### config.mk
export PLATFORM = sky130hd
export DESIGN_NAME = sram_dualport_arbiter_flat
export DESIGN_NICKNAME = d
export VERILOG_FILES = /design/src/rtl/sram_dualport_arbiter_if.sv /design/src/rtl/sram_dualport_arbiter.sv /design/src/flat_wrapper.sv
export SDC_FILE = /design/constraint.sdc
export NUM_CORES = 1
export LEC_CHECK = 0
export BUFFER_PORTS_ARGS = -buffer_cell sky130_fd_sc_hd__buf_2
export CORE_AREA = 8 8 68 70
export DETAILED_ROUTE_END_ITERATION = 10
export DIE_AREA = 0 0 76 78
export HOLD_SLACK_MARGIN = 0.12
export PLACE_DENSITY = 0.9
export SETUP_SLACK_MARGIN = 0.1
export SYNTH_ARGS = -nofsm -noshare
export SYNTH_HDL_FRONTEND = slang
export SYNTH_SLANG_ARGS = --single-unit
### constraint.sdc
create_clock -name clk_i -period 5.5 [get_ports clk_i]
set_input_delay 1.65 -clock clk_i [delete_from_list [all_inputs] [get_ports clk_i]]
set_output_delay 1.65 -clock clk_i [all_outputs]
set_load 0.01 [all_outputs]
### src/rtl/sram_dualport_arbiter_if.sv
// Client-side and SRAM-side bus of sram_dualport_arbiter, grouped so the
// arbiter and its environment share one declaration.
interface sram_dualport_arbiter_if #(
   parameter int WIDTH   = 8,
   parameter int DEPTH   = 8,
   parameter int NUM_REQ = 4
);
   localparam int AW = (DEPTH > 1) ? $clog2(DEPTH) : 1;
   localparam int IW = (NUM_REQ > 1) ? $clog2(NUM_REQ) : 1;

   // Handshake: a client raises req with addr/data stable. The transfer
   // happens in the cycle its gnt bit is high (same-cycle grant), after
   // which it may drop or change the request. Reads complete later as a
   // one-cycle rd_vld strobe that cannot be back-pressured.
   logic [NUM_REQ-1:0]       rd_req_i;
   logic [NUM_REQ*AW-1:0]    rd_addr_i;
   logic [NUM_REQ-1:0]       rd_gnt_o;
   logic [NUM_REQ-1:0]       rd_vld_o;
   logic [WIDTH-1:0]         rd_data_o;

   logic [NUM_REQ-1:0]       wr_req_i;
   logic [NUM_REQ*AW-1:0]    wr_addr_i;
   logic [NUM_REQ*WIDTH-1:0] wr_data_i;
   logic [NUM_REQ-1:0]       wr_gnt_o;

   logic                     mem_wen_o;
   logic [AW-1:0]            mem_waddr_o;
   logic [WIDTH-1:0]         mem_wdata_o;
   logic                     mem_ren_o;
   logic [AW-1:0]            mem_raddr_o;
   logic [WIDTH-1:0]         mem_rdata_i;
   logic                     mem_vld_i;

   logic                     err_o;
   logic [IW-1:0]            dbg_rd_ptr;
   logic [IW-1:0]            dbg_wr_ptr;

   modport slave (
      input  rd_req_i, rd_addr_i, wr_req_i, wr_addr_i, wr_data_i,
      input  mem_rdata_i, mem_vld_i,
      output rd_gnt_o, rd_vld_o, rd_data_o, wr_gnt_o,
      output mem_wen_o, mem_waddr_o, mem_wdata_o, mem_ren_o, mem_raddr_o,
      output err_o, dbg_rd_ptr, dbg_wr_ptr
   );

   modport master (
      output rd_req_i, rd_addr_i, wr_req_i, wr_addr_i, wr_data_i,
      output mem_rdata_i, mem_vld_i,
      input  rd_gnt_o, rd_vld_o, rd_data_o, wr_gnt_o,
      input  mem_wen_o, mem_waddr_o, mem_wdata_o, mem_ren_o, mem_raddr_o,
      input  err_o, dbg_rd_ptr, dbg_wr_ptr
   );
endinterface

### src/rtl/sram_dualport_arbiter.sv
// Round-robin sharing of one pipelined dual-port SRAM between NUM_REQ readers
// and NUM_REQ writers, with a tag pipeline steering read data to its owner.
module sram_dualport_arbiter #(
   parameter int WIDTH   = 8,
   parameter int DEPTH   = 8,
   parameter int NUM_REQ = 4,
   parameter int LATENCY = 5
) (
   input  logic                   clk_i,
   input  logic                   rst_i,
   sram_dualport_arbiter_if.slave bus
);
   localparam int AW = (DEPTH > 1) ? $clog2(DEPTH) : 1;
   localparam int IW = (NUM_REQ > 1) ? $clog2(NUM_REQ) : 1;

   typedef struct packed {
      logic          hit;
      logic [IW-1:0] idx;
   } pick_t;

   // First requester at or after ptr, wrapping. idx is 0 when nobody asks.
   function automatic pick_t rr_pick(input logic [NUM_REQ-1:0] req,
                                     input logic [IW-1:0]      ptr);
      pick_t         p;
      logic [IW:0]   c;
      logic [IW-1:0] ci;
      p = '0;
      for (int j = 0; j < NUM_REQ; j++) begin
         c = {1'b0, ptr} + (IW+1)'(j);
         if (c >= (IW+1)'(NUM_REQ)) begin
            c = c - (IW+1)'(NUM_REQ);
         end
         ci = c[IW-1:0];
         if (!p.hit && req[ci]) begin
            p.hit = 1'b1;
            p.idx = ci;
         end
      end
      return p;
   endfunction

   function automatic logic [IW-1:0] ptr_after(input logic [IW-1:0] k);
      return (k == IW'(NUM_REQ - 1)) ? '0 : k + 1'b1;
   endfunction

   logic [IW-1:0] rd_ptr;
   logic [IW-1:0] wr_ptr;
   pick_t         rd_pick;
   pick_t         wr_pick;

   logic [LATENCY-1:0]         tag_vld;
   logic [LATENCY-1:0][IW-1:0] tag_id;
   logic                       err_q;

   logic [NUM_REQ-1:0] rd_gnt;
   logic [NUM_REQ-1:0] wr_gnt;
   logic [AW-1:0]      raddr;
   logic [AW-1:0]      waddr;
   logic [WIDTH-1:0]   wdata;
   logic [NUM_REQ-1:0] rd_vld;

   assign rd_pick = rr_pick(bus.rd_req_i, rd_ptr);
   assign wr_pick = rr_pick(bus.wr_req_i, wr_ptr);

   // Pointers only move on a grant; an idle cycle leaves priority unchanged.
   always_ff @(posedge clk_i or posedge rst_i) begin
      if (rst_i) begin
         rd_ptr <= '0;
         wr_ptr <= '0;
      end else begin
         if (rd_pick.hit) rd_ptr <= ptr_after(rd_pick.idx);
         if (wr_pick.hit) wr_ptr <= ptr_after(wr_pick.idx);
      end
   end

   always_comb begin
      rd_gnt = '0;
      raddr  = '0;
      if (rd_pick.hit) begin
         rd_gnt = NUM_REQ'(1) << rd_pick.idx;
         raddr  = bus.rd_addr_i[rd_pick.idx*AW +: AW];
      end
   end

   always_comb begin
      wr_gnt = '0;
      waddr  = '0;
      wdata  = '0;
      if (wr_pick.hit) begin
         wr_gnt = NUM_REQ'(1) << wr_pick.idx;
         waddr  = bus.wr_addr_i[wr_pick.idx*AW +: AW];
         wdata  = bus.wr_data_i[wr_pick.idx*WIDTH +: WIDTH];
      end
   end

   // Tags advance in lockstep with the SRAM read pipeline; there is no stall.
   always_ff @(posedge clk_i or posedge rst_i) begin
      if (rst_i) begin
         tag_vld <= '0;
         tag_id  <= '0;
      end else begin
         tag_vld[0] <= rd_pick.hit;
         tag_id[0]  <= rd_pick.idx;
         for (int s = 1; s < LATENCY; s++) begin
            tag_vld[s] <= tag_vld[s-1];
            tag_id[s]  <= tag_id[s-1];
         end
      end
   end

   // Any disagreement between SRAM return and expected tag is latched.
   always_ff @(posedge clk_i or posedge rst_i) begin
      if (rst_i) begin
         err_q <= 1'b0;
      end else if (bus.mem_vld_i != tag_vld[LATENCY-1]) begin
         err_q <= 1'b1;
      end
   end

   always_comb begin
      rd_vld = '0;
      if (bus.mem_vld_i) begin
         rd_vld = NUM_REQ'(1) << tag_id[LATENCY-1];
      end
   end

   assign bus.rd_gnt_o    = rd_gnt;
   assign bus.rd_vld_o    = rd_vld;
   assign bus.rd_data_o   = bus.mem_rdata_i;
   assign bus.wr_gnt_o    = wr_gnt;
   assign bus.mem_ren_o   = rd_pick.hit;
   assign bus.mem_raddr_o = raddr;
   assign bus.mem_wen_o   = wr_pick.hit;
   assign bus.mem_waddr_o = waddr;
   assign bus.mem_wdata_o = wdata;
   assign bus.err_o       = err_q;
   assign bus.dbg_rd_ptr  = rd_ptr;
   assign bus.dbg_wr_ptr  = wr_ptr;
endmodule

### src/flat_wrapper.sv
// flat-port wrapper written by rule: the top's interface ports become plain ports
module sram_dualport_arbiter_flat 
#(
   parameter int WIDTH   = 8,
   parameter int DEPTH   = 8,
   parameter int NUM_REQ = 4,
   parameter int LATENCY = 5
)
  (clk_i, rst_i, bus_rd_req_i, bus_rd_addr_i, bus_wr_req_i, bus_wr_addr_i, bus_wr_data_i, bus_mem_rdata_i, bus_mem_vld_i, bus_rd_gnt_o, bus_rd_vld_o, bus_rd_data_o, bus_wr_gnt_o, bus_mem_wen_o, bus_mem_waddr_o, bus_mem_wdata_o, bus_mem_ren_o, bus_mem_raddr_o, bus_err_o, bus_dbg_rd_ptr, bus_dbg_wr_ptr);
  sram_dualport_arbiter_if #(.WIDTH(WIDTH), .DEPTH(DEPTH), .NUM_REQ(NUM_REQ)) bus_i ();
  input  logic clk_i;
  input  logic rst_i;
  input wire logic [$bits(bus_i.rd_req_i)-1:0] bus_rd_req_i;
  input wire logic [$bits(bus_i.rd_addr_i)-1:0] bus_rd_addr_i;
  input wire logic [$bits(bus_i.wr_req_i)-1:0] bus_wr_req_i;
  input wire logic [$bits(bus_i.wr_addr_i)-1:0] bus_wr_addr_i;
  input wire logic [$bits(bus_i.wr_data_i)-1:0] bus_wr_data_i;
  input wire logic [$bits(bus_i.mem_rdata_i)-1:0] bus_mem_rdata_i;
  input wire logic [$bits(bus_i.mem_vld_i)-1:0] bus_mem_vld_i;
  output wire logic [$bits(bus_i.rd_gnt_o)-1:0] bus_rd_gnt_o;
  output wire logic [$bits(bus_i.rd_vld_o)-1:0] bus_rd_vld_o;
  output wire logic [$bits(bus_i.rd_data_o)-1:0] bus_rd_data_o;
  output wire logic [$bits(bus_i.wr_gnt_o)-1:0] bus_wr_gnt_o;
  output wire logic [$bits(bus_i.mem_wen_o)-1:0] bus_mem_wen_o;
  output wire logic [$bits(bus_i.mem_waddr_o)-1:0] bus_mem_waddr_o;
  output wire logic [$bits(bus_i.mem_wdata_o)-1:0] bus_mem_wdata_o;
  output wire logic [$bits(bus_i.mem_ren_o)-1:0] bus_mem_ren_o;
  output wire logic [$bits(bus_i.mem_raddr_o)-1:0] bus_mem_raddr_o;
  output wire logic [$bits(bus_i.err_o)-1:0] bus_err_o;
  output wire logic [$bits(bus_i.dbg_rd_ptr)-1:0] bus_dbg_rd_ptr;
  output wire logic [$bits(bus_i.dbg_wr_ptr)-1:0] bus_dbg_wr_ptr;
  assign bus_i.rd_req_i = bus_rd_req_i;
  assign bus_i.rd_addr_i = bus_rd_addr_i;
  assign bus_i.wr_req_i = bus_wr_req_i;
  assign bus_i.wr_addr_i = bus_wr_addr_i;
  assign bus_i.wr_data_i = bus_wr_data_i;
  assign bus_i.mem_rdata_i = bus_mem_rdata_i;
  assign bus_i.mem_vld_i = bus_mem_vld_i;
  assign bus_rd_gnt_o = bus_i.rd_gnt_o;
  assign bus_rd_vld_o = bus_i.rd_vld_o;
  assign bus_rd_data_o = bus_i.rd_data_o;
  assign bus_wr_gnt_o = bus_i.wr_gnt_o;
  assign bus_mem_wen_o = bus_i.mem_wen_o;
  assign bus_mem_waddr_o = bus_i.mem_waddr_o;
  assign bus_mem_wdata_o = bus_i.mem_wdata_o;
  assign bus_mem_ren_o = bus_i.mem_ren_o;
  assign bus_mem_raddr_o = bus_i.mem_raddr_o;
  assign bus_err_o = bus_i.err_o;
  assign bus_dbg_rd_ptr = bus_i.dbg_rd_ptr;
  assign bus_dbg_wr_ptr = bus_i.dbg_wr_ptr;
  sram_dualport_arbiter #(.WIDTH(WIDTH), .DEPTH(DEPTH), .NUM_REQ(NUM_REQ), .LATENCY(LATENCY)) u_core (.clk_i(clk_i), .rst_i(rst_i), .bus(bus_i));
endmodule
==> run_results.csv, run 1 <==
group,metric,value,unit
clock_network,clock_latency,0.29,ns
timing,rsz0062_at_grt,"no",
global_routing,met1_usage,12.7,%
finish,nets,311,
floorplan,initial_core_util,40.7,%
logic_synthesis,synth_xor_area_share,0.606,%
power_and_ir_drop,vdd_drop_max,171,uV
placed_design,pre_cts_slack,0.601,ns
worst_setup_path,crit_required,3.85,ns
logic_synthesis,avgSynthCellArea,10.4,sq um
drt,drt_iter0_drc,46,
global_routing,antenna_found_initial,0,
logic_synthesis,synth_ff_type,"dfrtp_1",
clock_network,post_cts_buffers,0,
placed_design,gp_congestion,0.876,
placed_design,dp.cells,274,
logic_synthesis,synth_top_family_by_area,"compound AO/OA/AOI/OAI gates",
finish,final_cells,278,
timing,relSlewSlack,51.4,%
clock_network,cts.clk_slew.worst_paths,0.10,ns
logic_synthesis,synth_warnings,0,
power_and_ir_drop,powerDensity,421,nW/um^2
logic_synthesis,synthTopCellsByArea,"dfrtp_1 35%, mux2i_1 17%, o22ai_2 7.8%",
worst_setup_path,path_class,"in2out",
drt,detail-route-antenna-nets,0,
clock_network,root_buffer,"clkbuf_4",
finish,n_antenna_cell,0,
logic_synthesis,ys_async_sr_fraction,100,%
worst_setup_path,cpPeakStageDelay,0.65,ns
logic_synthesis,yosysMostFrequentCell,"mux2i_1",
timing,finClkSkew,0.00261,ns
timing,fmax,0.204,GHz
logic_synthesis,synth_edf_count,0,
logic_synthesis,mappedNetlistArea,1450,sq um
timing,setup_viol,0,
drt,viasPerCell,4.96,
worst_setup_path,slowest_stage,"or4_1",
clock_network,cts.sink_count,20,
floorplan,core_area,3550,sq um
logic_synthesis,ys_top_cells_by_count,"25 x mux2i_1, 20 x dfrtp_1, 9 x o22ai_2",
run_status,status,"finished, final reports clean",
timing,timing.final.ws_setup,0.598,ns
placed_design,dp_hpwl,3.52,mm
timing,drv_slew,0,
worst_setup_path,cp_cell_sequence,"buf_2 > or4_1 > nand2_1 > o22ai_1 > buf_2",
floorplan,dieWidth,76,um
logic_synthesis,synth_fp_nets,219,
logic_synthesis,ys_ff_latch,20,
timing,period_share,89.1,%
drt,first_pass_iters,4,
global_routing,busiest_layer,"met2",
worst_setup_path,critPathBufInv,2,
worst_setup_path,cp_common_cell,"buf_2",
worst_setup_path,arrival,3.25,ns
drt,drc_errors,0,
logic_synthesis,seq_area_frac_synth,34.6,%
floorplan,num_rows,22,
floorplan,ios,116,
timing,setup-tns-final,0,ns
clock_network,tritoncts,"done",
power_and_ir_drop,p_leak,1.08,nW
logic_synthesis,synth_compound_area_share,19.2,%
logic_synthesis,synth_top_area_share,34.6,%
logic_synthesis,synth-simple-area-share,12.5,%
finish,drive_gt1_share,51.7,%
global_routing,grt_max_degree,26,
global_routing,grt-ovfl-total,0,
worst_hold_path,holdCritPathClass,"reg2reg",
drt,wl_per_cell,14.8,um
timing,tightest_slew,0.729,ns
drt,routed_wl,4.13,mm
clock_network,cts_hold_buf,0,
logic_synthesis,synthMuxAreaShare,18.1,%
clock_network,cts_buffer_depth,2,
global_routing,grt.met3_usage,6.11,%
worst_setup_path,path_max_fanout,11,
placed_design,portBuffers,99,
power_and_ir_drop,power,0.814,mW
worst_setup_path,path_delay_family,"simple AND/OR/NAND/NOR gates",
global_routing,grt_use_met2,25.3,%
worst_setup_path,critPathLaunchType,"input pin",
logic_synthesis,syn_inst,139,
drt,num_vias,1380,
clock_network,cts.htree.levels,1,
global_routing,grt_first_pass_wirelength,6.64,mm
global_routing,first_global_vias,1490,
global_routing,grt_usage,13.2,%
logic_synthesis,yosysTopAreaCell,"dfrtp_1",
floorplan,die_area,5930,sq um
logic_synthesis,synth_cell_types,36,
finish,fillers,330,
finish,synthToLayoutAreaGrowth,33.6,%
flow_run,max-cap-violations,0,
timing,timing.final.crit_period,4.90,ns
logic_synthesis,yosys.area_share.adder,4.33,%
floorplan,die_h,78,um
clock_network,cts-resized-gates,0,
worst_setup_path,worstSetupEndpointType,"output port",
timing,timing.final.hold_violations,0,
clock_network,numCtsBuffers,3,
layer usage:
metal	part of all wire, %	up-vias	routed length [um]
met5	0	-	0
met4	0.34	0	14
met3	8.5	4	350
met2	55	50	2250
met1	37	654	1510
li1	-	672	-
power by group:
group	internal [mW]	switching (mW)
registers	0.194	0.0340
logic	0.233	0.273
clock network	0.0403	0.0400
total	0.467	0.347
path summary, 6_finish.rpt:
check                      slack [ns]  cells after the start                                 start                                    to
max in group asynchronous        3.58                      2                                 rst_i           u_core.tag_vld[2]$_DFF_PP0_
hold reg to reg                  0.35                      0            u_core.tag_id[3]$_DFF_PP0_            u_core.tag_id[5]$_DFF_PP0_
min in group asynchronous        1.46                      2                                 rst_i            u_core.tag_id[7]$_DFF_PP0_
setup / recovery                 0.60                      5                       bus_wr_req_i[1]                    bus_mem_waddr_o[2]
setup reg to reg                 3.51                      7  u_core.bus.dbg_wr_ptr[0]$_DFFE_PP0P_  u_core.bus.dbg_wr_ptr[1]$_DFFE_PP0P_
hold / removal                   0.35                      0            u_core.tag_id[3]$_DFF_PP0_            u_core.tag_id[5]$_DFF_PP0_
logic make-up (layout without fill, tap and decap cells):
| family | after synthesis | after routing |
|---|---|---|
| simple gates | 33 | 33 |
| compound gates | 31 | 31 |
| mux | 26 | 26 |
| buf+inv | 23 | 114 |
| flops | 20 | 20 |
| fa+ha+maj | 5 | 5 |
| xor+xnor | 1 | 1 |
worst reg2reg max path, stage by stage, from the launching register on:
cell and delay, ns:
dfrtp_1 0.44, nor2b_1 0.21, nor3_2 0.09, o22ai_4 0.09, buf_4 0.37, inv_2 0.10
ha_1 0.30, mux2_1 0.29
cell type report:
type	instances	area [sq um]	share of cell area [%]
clock buffer	4	36.3	1.88
inverter	9	33.8	1.75
timing repair buffer	101	510	26.4
sequential	20	500	25.9
tap	48	60.1	3.11
multi-input combinational	96	791	40.9
layout by cell type, fill, tap and decap left out, types with 3 or more instances in the layout:
master    netlist  final
nor2_1          8      8
inv_1           7      7
o22ai_2         9      9
ha_1            5      5
a32oi_1         3      3
and2_1          5      5
clkbuf_4        0      3
dfrtp_1        20     20
o21ai_1         4      4
nand2_1         5      5
nor2b_1         4      4
nand2b_1        3      3
buf_2           3     99
mux2i_1        25     25
o22ai_1         4      4
through the flow:
step / utilization, % / hold WS, ns / area [sq um]
floorplan: - / 0.331 / 1450
detailed placement: 53.4 / 0.335 / 1900
finish: 54.4 / 0.354 / 1930
global placement: 53.4 / 0.331 / 1900
CTS: 54.4 / 0.353 / 1930
global route: 54.4 / 0.368 / 1930
state kept, by name, indices dropped and copies added (netlist names):
signal and flops:
u_core.tag_id 10, u_core.tag_vld 5, u_core.bus.dbg_rd_ptr 2, u_core.bus.dbg_wr_ptr 2, u_core.bus.err_o 1
Note: power is estimated with default switching activity, not from simulation.
==> run 2: changes to the inputs <==
--- a/config.mk
+++ b/config.mk
@@ -11,6 +11,7 @@
 export DIE_AREA = 0 0 76 78
 export HOLD_SLACK_MARGIN = 0.12
 export PLACE_DENSITY = 0.9
+export RECOVER_POWER = 50
 export SETUP_SLACK_MARGIN = 0.1
 export SYNTH_ARGS = -nofsm -noshare
 export SYNTH_HDL_FRONTEND = slang
==> run 2 against run 1 <==
  * Critical endpoint is now bus_rd_gnt_o[3]
  * Via count shrank 0.22%
  * First-iteration DRC count is the same
  * Die area is the same
  * Cell count is the same
==> run_results.csv, run 2 (synthesized netlist as in run 1, its figures left out) <==
group,metric,value,unit
run_status,status,"finished, final reports clean",
finish,synthToLayoutAreaGrowth,32.6,%
clock_network,tritoncts,"done",
worst_setup_path,path_class,"in2out",
clock_network,cts-resized-gates,0,
finish,final_util,54.0,%
finish,nets,311,
global_routing,grt_usage,13.2,%
drt,detail-route-antenna-nets,0,
worst_setup_path,critPathBufInv,3,
flow_run,max-cap-violations,0,
timing,drv_slew,0,
power_and_ir_drop,vdd_drop_max,171,uV
timing,timing.final.hold_violations,0,
finish,final_cell_mix,"93 x buf_2, 25 x mux2i_1, 20 x dfrtp_1",
floorplan,num_rows,22,
timing,setup-tns-final,0,ns
finish,drive_gt1_share,48.7,%
worst_setup_path,slowest_stage,"o22ai_1",
timing,finClkSkew,0.00261,ns
drt,drt_iter0_drc,46,
timing,relSlewSlack,49.5,%
global_routing,first_global_vias,1490,
timing,rsz0062_at_grt,"no",
floorplan,die_area,5930,sq um
placed_design,portBuffers,99,
drt,routed_wl,4.13,mm
power_and_ir_drop,p_sw,0.347,mW
worst_setup_path,worstSetupEndpointType,"output port",
global_routing,grt-ovfl-total,0,
placed_design,gp_congestion,0.876,
power_and_ir_drop,sw_frac_of_total,42.9,%
finish,regMostFlops,"u_core.tag_id",
worst_setup_path,path_max_fanout,10,
floorplan,die_h,78,um
worst_hold_path,holdCritPathClass,"reg2reg",
finish,mostFrequentLayoutCell,"buf_2",
power_and_ir_drop,cellInternalPower,0.462,mW
worst_setup_path,cp_cell_sequence,"buf_2 > nand2b_1 > and3_1 > o22ai_1 > inv_2 > ha_1 > and2_1 > buf_2",
power_and_ir_drop,pwr-share-comb,61.8,%
power_and_ir_drop,power_frac_seq,28.2,%
timing,setup_viol,0,
clock_network,root_buffer,"clkbuf_4",
worst_setup_path,arrival,3.25,ns
finish,fillers,338,
clock_network,post_cts_buffers,0,
clock_network,clock_latency,0.29,ns
placed_design,dp_hpwl,3.52,mm
timing,period_share,89.2,%
drt,viasPerCell,4.95,
finish,largestRegisters,"u_core.tag_id: 10 flops, u_core.tag_vld: 5 flops",
worst_setup_path,cp_common_cell,"buf_2",
global_routing,grt_max_degree,26,
floorplan,core_area,3550,sq um
floorplan,dieWidth,76,um
clock_network,cts.htree.levels,1,
drt,first_pass_iters,4,
timing,tightest_slew,0.758,ns
clock_network,cts.sink_count,20,
power_and_ir_drop,powerDensity,422,nW/um^2
clock_network,cts_hold_buf,0,
finish,largest_reg_flops,10,
global_routing,grt_first_pass_wirelength,6.64,mm
power_and_ir_drop,p_leak,1.06,nW
drt,wl_per_cell,14.9,um
worst_setup_path,cpPeakStageDelay,0.59,ns
global_routing,antenna_found_initial,0,
worst_setup_path,critPathLaunchType,"input pin",
finish,n_antenna_cell,0,
worst_setup_path,path_delay_family,"compound AO/OA/AOI/OAI gates",
clock_network,cts.clk_slew.worst_paths,0.10,ns
worst_setup_path,crit_required,3.85,ns
timing,timing.final.crit_period,4.90,ns
drt,drc_errors,0,
timing,fmax,0.204,GHz
floorplan,ios,116,
clock_network,numCtsBuffers,3,
clock_network,cts_buffer_depth,2,
floorplan,initial_core_util,40.7,%
drt,num_vias,1377,
power_and_ir_drop,p_clk_share,9.9,%
-- run 2: cell types whose count changed in the layout (fill, tap and decap cells not counted), sizes merged --
| cell | previous run | this run |
|---|---|---|
| buf | 101 | 95 |
| clkbuf | 4 | 10 |
-- run 2: path summary, 6_finish.rpt --
path                       slack (ns)                                   end                            startpoint  cells after the start
max                              0.60                       bus_rd_gnt_o[3]                       bus_rd_req_i[3]                      8
min                              0.35            u_core.tag_id[5]$_DFF_PP0_            u_core.tag_id[3]$_DFF_PP0_                      0
max reg2reg                      3.43  u_core.bus.dbg_rd_ptr[0]$_DFFE_PP0P_  u_core.bus.dbg_rd_ptr[0]$_DFFE_PP0P_                      7
min reg2reg                      0.35            u_core.tag_id[5]$_DFF_PP0_            u_core.tag_id[3]$_DFF_PP0_                      0
max in group asynchronous        3.58           u_core.tag_vld[2]$_DFF_PP0_                                 rst_i                      2
min in group asynchronous        1.46            u_core.tag_id[7]$_DFF_PP0_                                 rst_i                      2
-- run 2: final cells by class --
type,instances,area (sq um),share of cell area [%]
multi-input cells,96,785,40.9
repair buffers,101,503,26.2
flip-flops and latches,20,500,26.1
well taps,48,60.1,3.13
clock buffers,4,36.3,1.89
inverters,9,33.8,1.76
-- run 2: routing by layer --
layer	vias up	wire length, um	GRT usage [%]
met3	4	369	6.11
li1	672	-	-
met5	-	0	0
met1	651	1500	12.7
met2	50	2250	25.3
met4	0	14	2.35
-- run 2: through the flow --
step	power (mW)	hold WS, ns	instance area [sq um]	cells	setup slack (ns)
floorplan	0.598	0.331	1450	139	1.00
global placement	0.723	0.331	1900	274	0.648
detailed placement	0.741	0.335	1900	274	0.601
CTS	0.825	0.353	1930	278	0.576
global route	0.871	0.368	1920	278	0.440
finish	0.809	0.354	1920	278	0.596
-- run 2: power groups by stage --
stage                     combinational, mW  sequential [mW]  clock, mW
after floorplan                       0.369            0.229          0
after global placement                0.497            0.226          0
after detailed placement              0.510            0.231          0
after CTS                             0.512            0.228     0.0852
after global routing                  0.545            0.236     0.0908
final                                 0.500            0.228     0.0804
==> run 3: changes to the inputs <==
--- a/config.mk
+++ b/config.mk
@@ -16,3 +16,4 @@
 export SYNTH_ARGS = -nofsm -noshare
 export SYNTH_HDL_FRONTEND = slang
 export SYNTH_SLANG_ARGS = --single-unit
+export TNS_END_PERCENT = 100
==> constraint.sdc (replaced) <==
create_clock -name clk_i -period 5.5 [get_ports clk_i]
set_input_delay 1.65 -clock clk_i [delete_from_list [all_inputs] [get_ports clk_i]]
set_output_delay 1.65 -clock clk_i [all_outputs]
set_load 0.02 [all_outputs]
==> run 3 against run 2 <==
  * Register-to-register slack improved by 0.02 ns
  * Setup slack worse by 0.059 ns
  * Cell count unchanged
  * Global-route usage decreased by 0.30 points
  * Maximum frequency fell by 1.2%
  * Combinational power rose by 15%
  * Core utilization barely moved
  * Total power rose by 9.2%
  * Clock power is essentially flat
  * Via count is 1.3% lower
  * Largest power group unchanged
==> run_results.csv, run 3 (synthesized netlist as in run 1, its figures left out) <==
group,metric,value,unit
global_routing,met1_usage,13.0,%
timing,timing.final.crit_period,4.96,ns
worst_setup_path,cp_cell_sequence,"buf_2 > or4_1 > nand2_1 > o22ai_1 > buf_2",
clock_network,cts_hold_buf,0,
timing,setup-tns-final,0,ns
worst_hold_path,worst_hold_path.num_cells,0,
drt,viasPerCell,4.89,
floorplan,core_area,3550,sq um
timing,drv_slew,0,
finish,mostFrequentLayoutCell,"buf_2",
worst_setup_path,cpPeakStageDelay,0.67,ns
global_routing,grt.met3_usage,6.22,%
drt,wl_per_cell,14.6,um
worst_setup_path,cp_num_cells,5,
worst_setup_path,crit_path_start,"bus_wr_req_i[1]",
drt,num_vias,1359,
global_routing,busiest_layer,"met2",
power_and_ir_drop,vdd_drop_max,218,uV
drt,drt_iter0_drc,49,
floorplan,ios,116,
worst_setup_path,path_max_fanout,11,
worst_setup_path,crit_end,"bus_mem_waddr_o[0]",
clock_network,tritoncts,"done",
timing,fmax,0.201,GHz
floorplan,num_rows,22,
worst_setup_path,cp_common_cell,"buf_2",
power_and_ir_drop,sw_frac_of_total,47.6,%
finish,final_cell_mix,"94 x buf_2, 25 x mux2i_1, 20 x dfrtp_1",
global_routing,antenna_found_initial,0,
power_and_ir_drop,p_sw,0.420,mW
finish,n_antenna_cell,0,
drt,routed_wl,4.07,mm
clock_network,numCtsBuffers,3,
power_and_ir_drop,cellInternalPower,0.463,mW
run_status,status,"finished, final reports clean",
timing,rsz0062_at_grt,"no",
power_and_ir_drop,p_leak,1.06,nW
worst_setup_path,crit_required,3.85,ns
global_routing,grt_use_met2,24.3,%
global_routing,first_global_vias,1453,
global_routing,grt_usage,12.9,%
worst_setup_path,ff2ff_path_depth,7,
clock_network,cts.htree.levels,1,
clock_network,cts-resized-gates,0,
worst_hold_path,holdCritPathClass,"reg2reg",
worst_setup_path,rrSetupSlack,3.45,ns
finish,design_area,1920,sq um
floorplan,initial_core_util,40.7,%
drt,first_pass_iters,2,
clock_network,post_cts_buffers,0,
global_routing,grt_first_pass_wirelength,6.56,mm
worst_setup_path,rr_endpoint,"u_core.bus.dbg_rd_ptr[0]$_DFFE_PP0P_",
floorplan,die_area,5930,sq um
finish,drive_gt1_share,49.1,%
clock_network,cts.clk_slew.worst_paths,0.10,ns
finish,largestRegisters,"u_core.tag_id: 10 flops, u_core.tag_vld: 5 flops",
timing,finClkSkew,0.000854,ns
power_and_ir_drop,p_clk_share,9.1,%
finish,fillers,325,
clock_network,cts_buffer_depth,2,
global_routing,grt-ovfl-total,0,
worst_setup_path,path_class,"in2out",
flow_run,max-cap-violations,0,
timing,relSlewSlack,48.3,%
drt,drc_errors,0,
clock_network,root_buffer,"clkbuf_4",
power_and_ir_drop,powerDensity,460,nW/um^2
finish,nets,311,
timing,period_share,90.2,%
finish,regMostFlops,"u_core.tag_id",
finish,regArea,500,sq um
power_and_ir_drop,pwr-share-comb,65.2,%
drt,detail-route-antenna-nets,0,
placed_design,gp_congestion,0.875,
floorplan,die_h,78,um
timing,setup_viol,0,
worst_setup_path,path_delay_family,"simple AND/OR/NAND/NOR gates",
placed_design,portBuffers,99,
clock_network,clock_latency,0.29,ns
worst_setup_path,arrival,3.31,ns
worst_setup_path,critPathBufInv,2,
timing,tightest_slew,0.775,ns
worst_setup_path,reg2reg_from,"u_core.bus.dbg_rd_ptr[0]$_DFFE_PP0P_",
finish,synthToLayoutAreaGrowth,32.7,%
worst_setup_path,critPathLaunchType,"input pin",
finish,largest_reg_flops,10,
floorplan,dieWidth,76,um
placed_design,placed_area,1900,sq um
global_routing,grt_max_degree,26,
power_and_ir_drop,power_frac_seq,25.7,%
worst_setup_path,worstSetupEndpointType,"output port",
placed_design,dp_hpwl,3.42,mm
timing,timing.final.hold_violations,0,
clock_network,cts.sink_count,20,
finish,multi_input_area,785,sq um
worst_setup_path,slowest_stage,"or4_1",
run 3: cell count changes in the layout (fill, tap and decap cells not counted), sizes merged:
cell	change
buf	+1
clkbuf	-1
run 3: worst register-to-register path: cells and delay by family, from the launching register on:
family | cells | cell delay, ns
flip-flops | 1 | 0.44
buffers and inverters | 1 | 0.08
AO/OA/AOI/OAI | 1 | 0.60
adder cells (fa/ha/maj) | 1 | 0.20
AND/OR/NAND/NOR | 4 | 0.66
run 3: cell type report:
class	instances	share of cell area (%)
timing repair buffer	101	26.3
sequential	20	26.1
inverter	9	1.76
multi-input combinational	96	40.9
clock buffer	4	1.89
tap	48	3.13
run 3: worst min-delay path by stage:
stage                                           from                    endpoint
after floorplan           u_core.tag_id[0]$_DFF_PP0_  u_core.tag_id[2]$_DFF_PP0_
after global placement    u_core.tag_id[0]$_DFF_PP0_  u_core.tag_id[2]$_DFF_PP0_
after detailed placement  u_core.tag_id[1]$_DFF_PP0_  u_core.tag_id[3]$_DFF_PP0_
after CTS                 u_core.tag_id[1]$_DFF_PP0_  u_core.tag_id[3]$_DFF_PP0_
after global routing      u_core.tag_id[1]$_DFF_PP0_  u_core.tag_id[3]$_DFF_PP0_
final                     u_core.tag_id[0]$_DFF_PP0_  u_core.tag_id[2]$_DFF_PP0_
run 3: per-layer routing:
layer,routed length [um],share of wire [%]
met3,332,8.2
met1,1600,39
met2,2130,52
met5,0,0
met4,8,0.20
run 3: power by group through the flow:
stage	registers, mW	logic [mW]	clock network, mW
final	0.227	0.575	0.0805
after floorplan	0.240	0.435	0
after CTS	0.227	0.587	0.0839
after global routing	0.237	0.622	0.0915
after global placement	0.226	0.573	0
after detailed placement	0.230	0.586	0
run 3: per-stage QoR:
step	setup WS (ns)	util (%)	power (mW)	std cells	hold slack, ns
global route	0.382	54.1	0.950	278	0.369
detailed placement	0.543	53.4	0.816	274	0.335
global placement	0.632	53.4	0.799	274	0.332
CTS	0.547	54.4	0.898	278	0.359
floorplan	0.968	-	0.676	139	0.331
finish	0.537	54.1	0.883	278	0.356
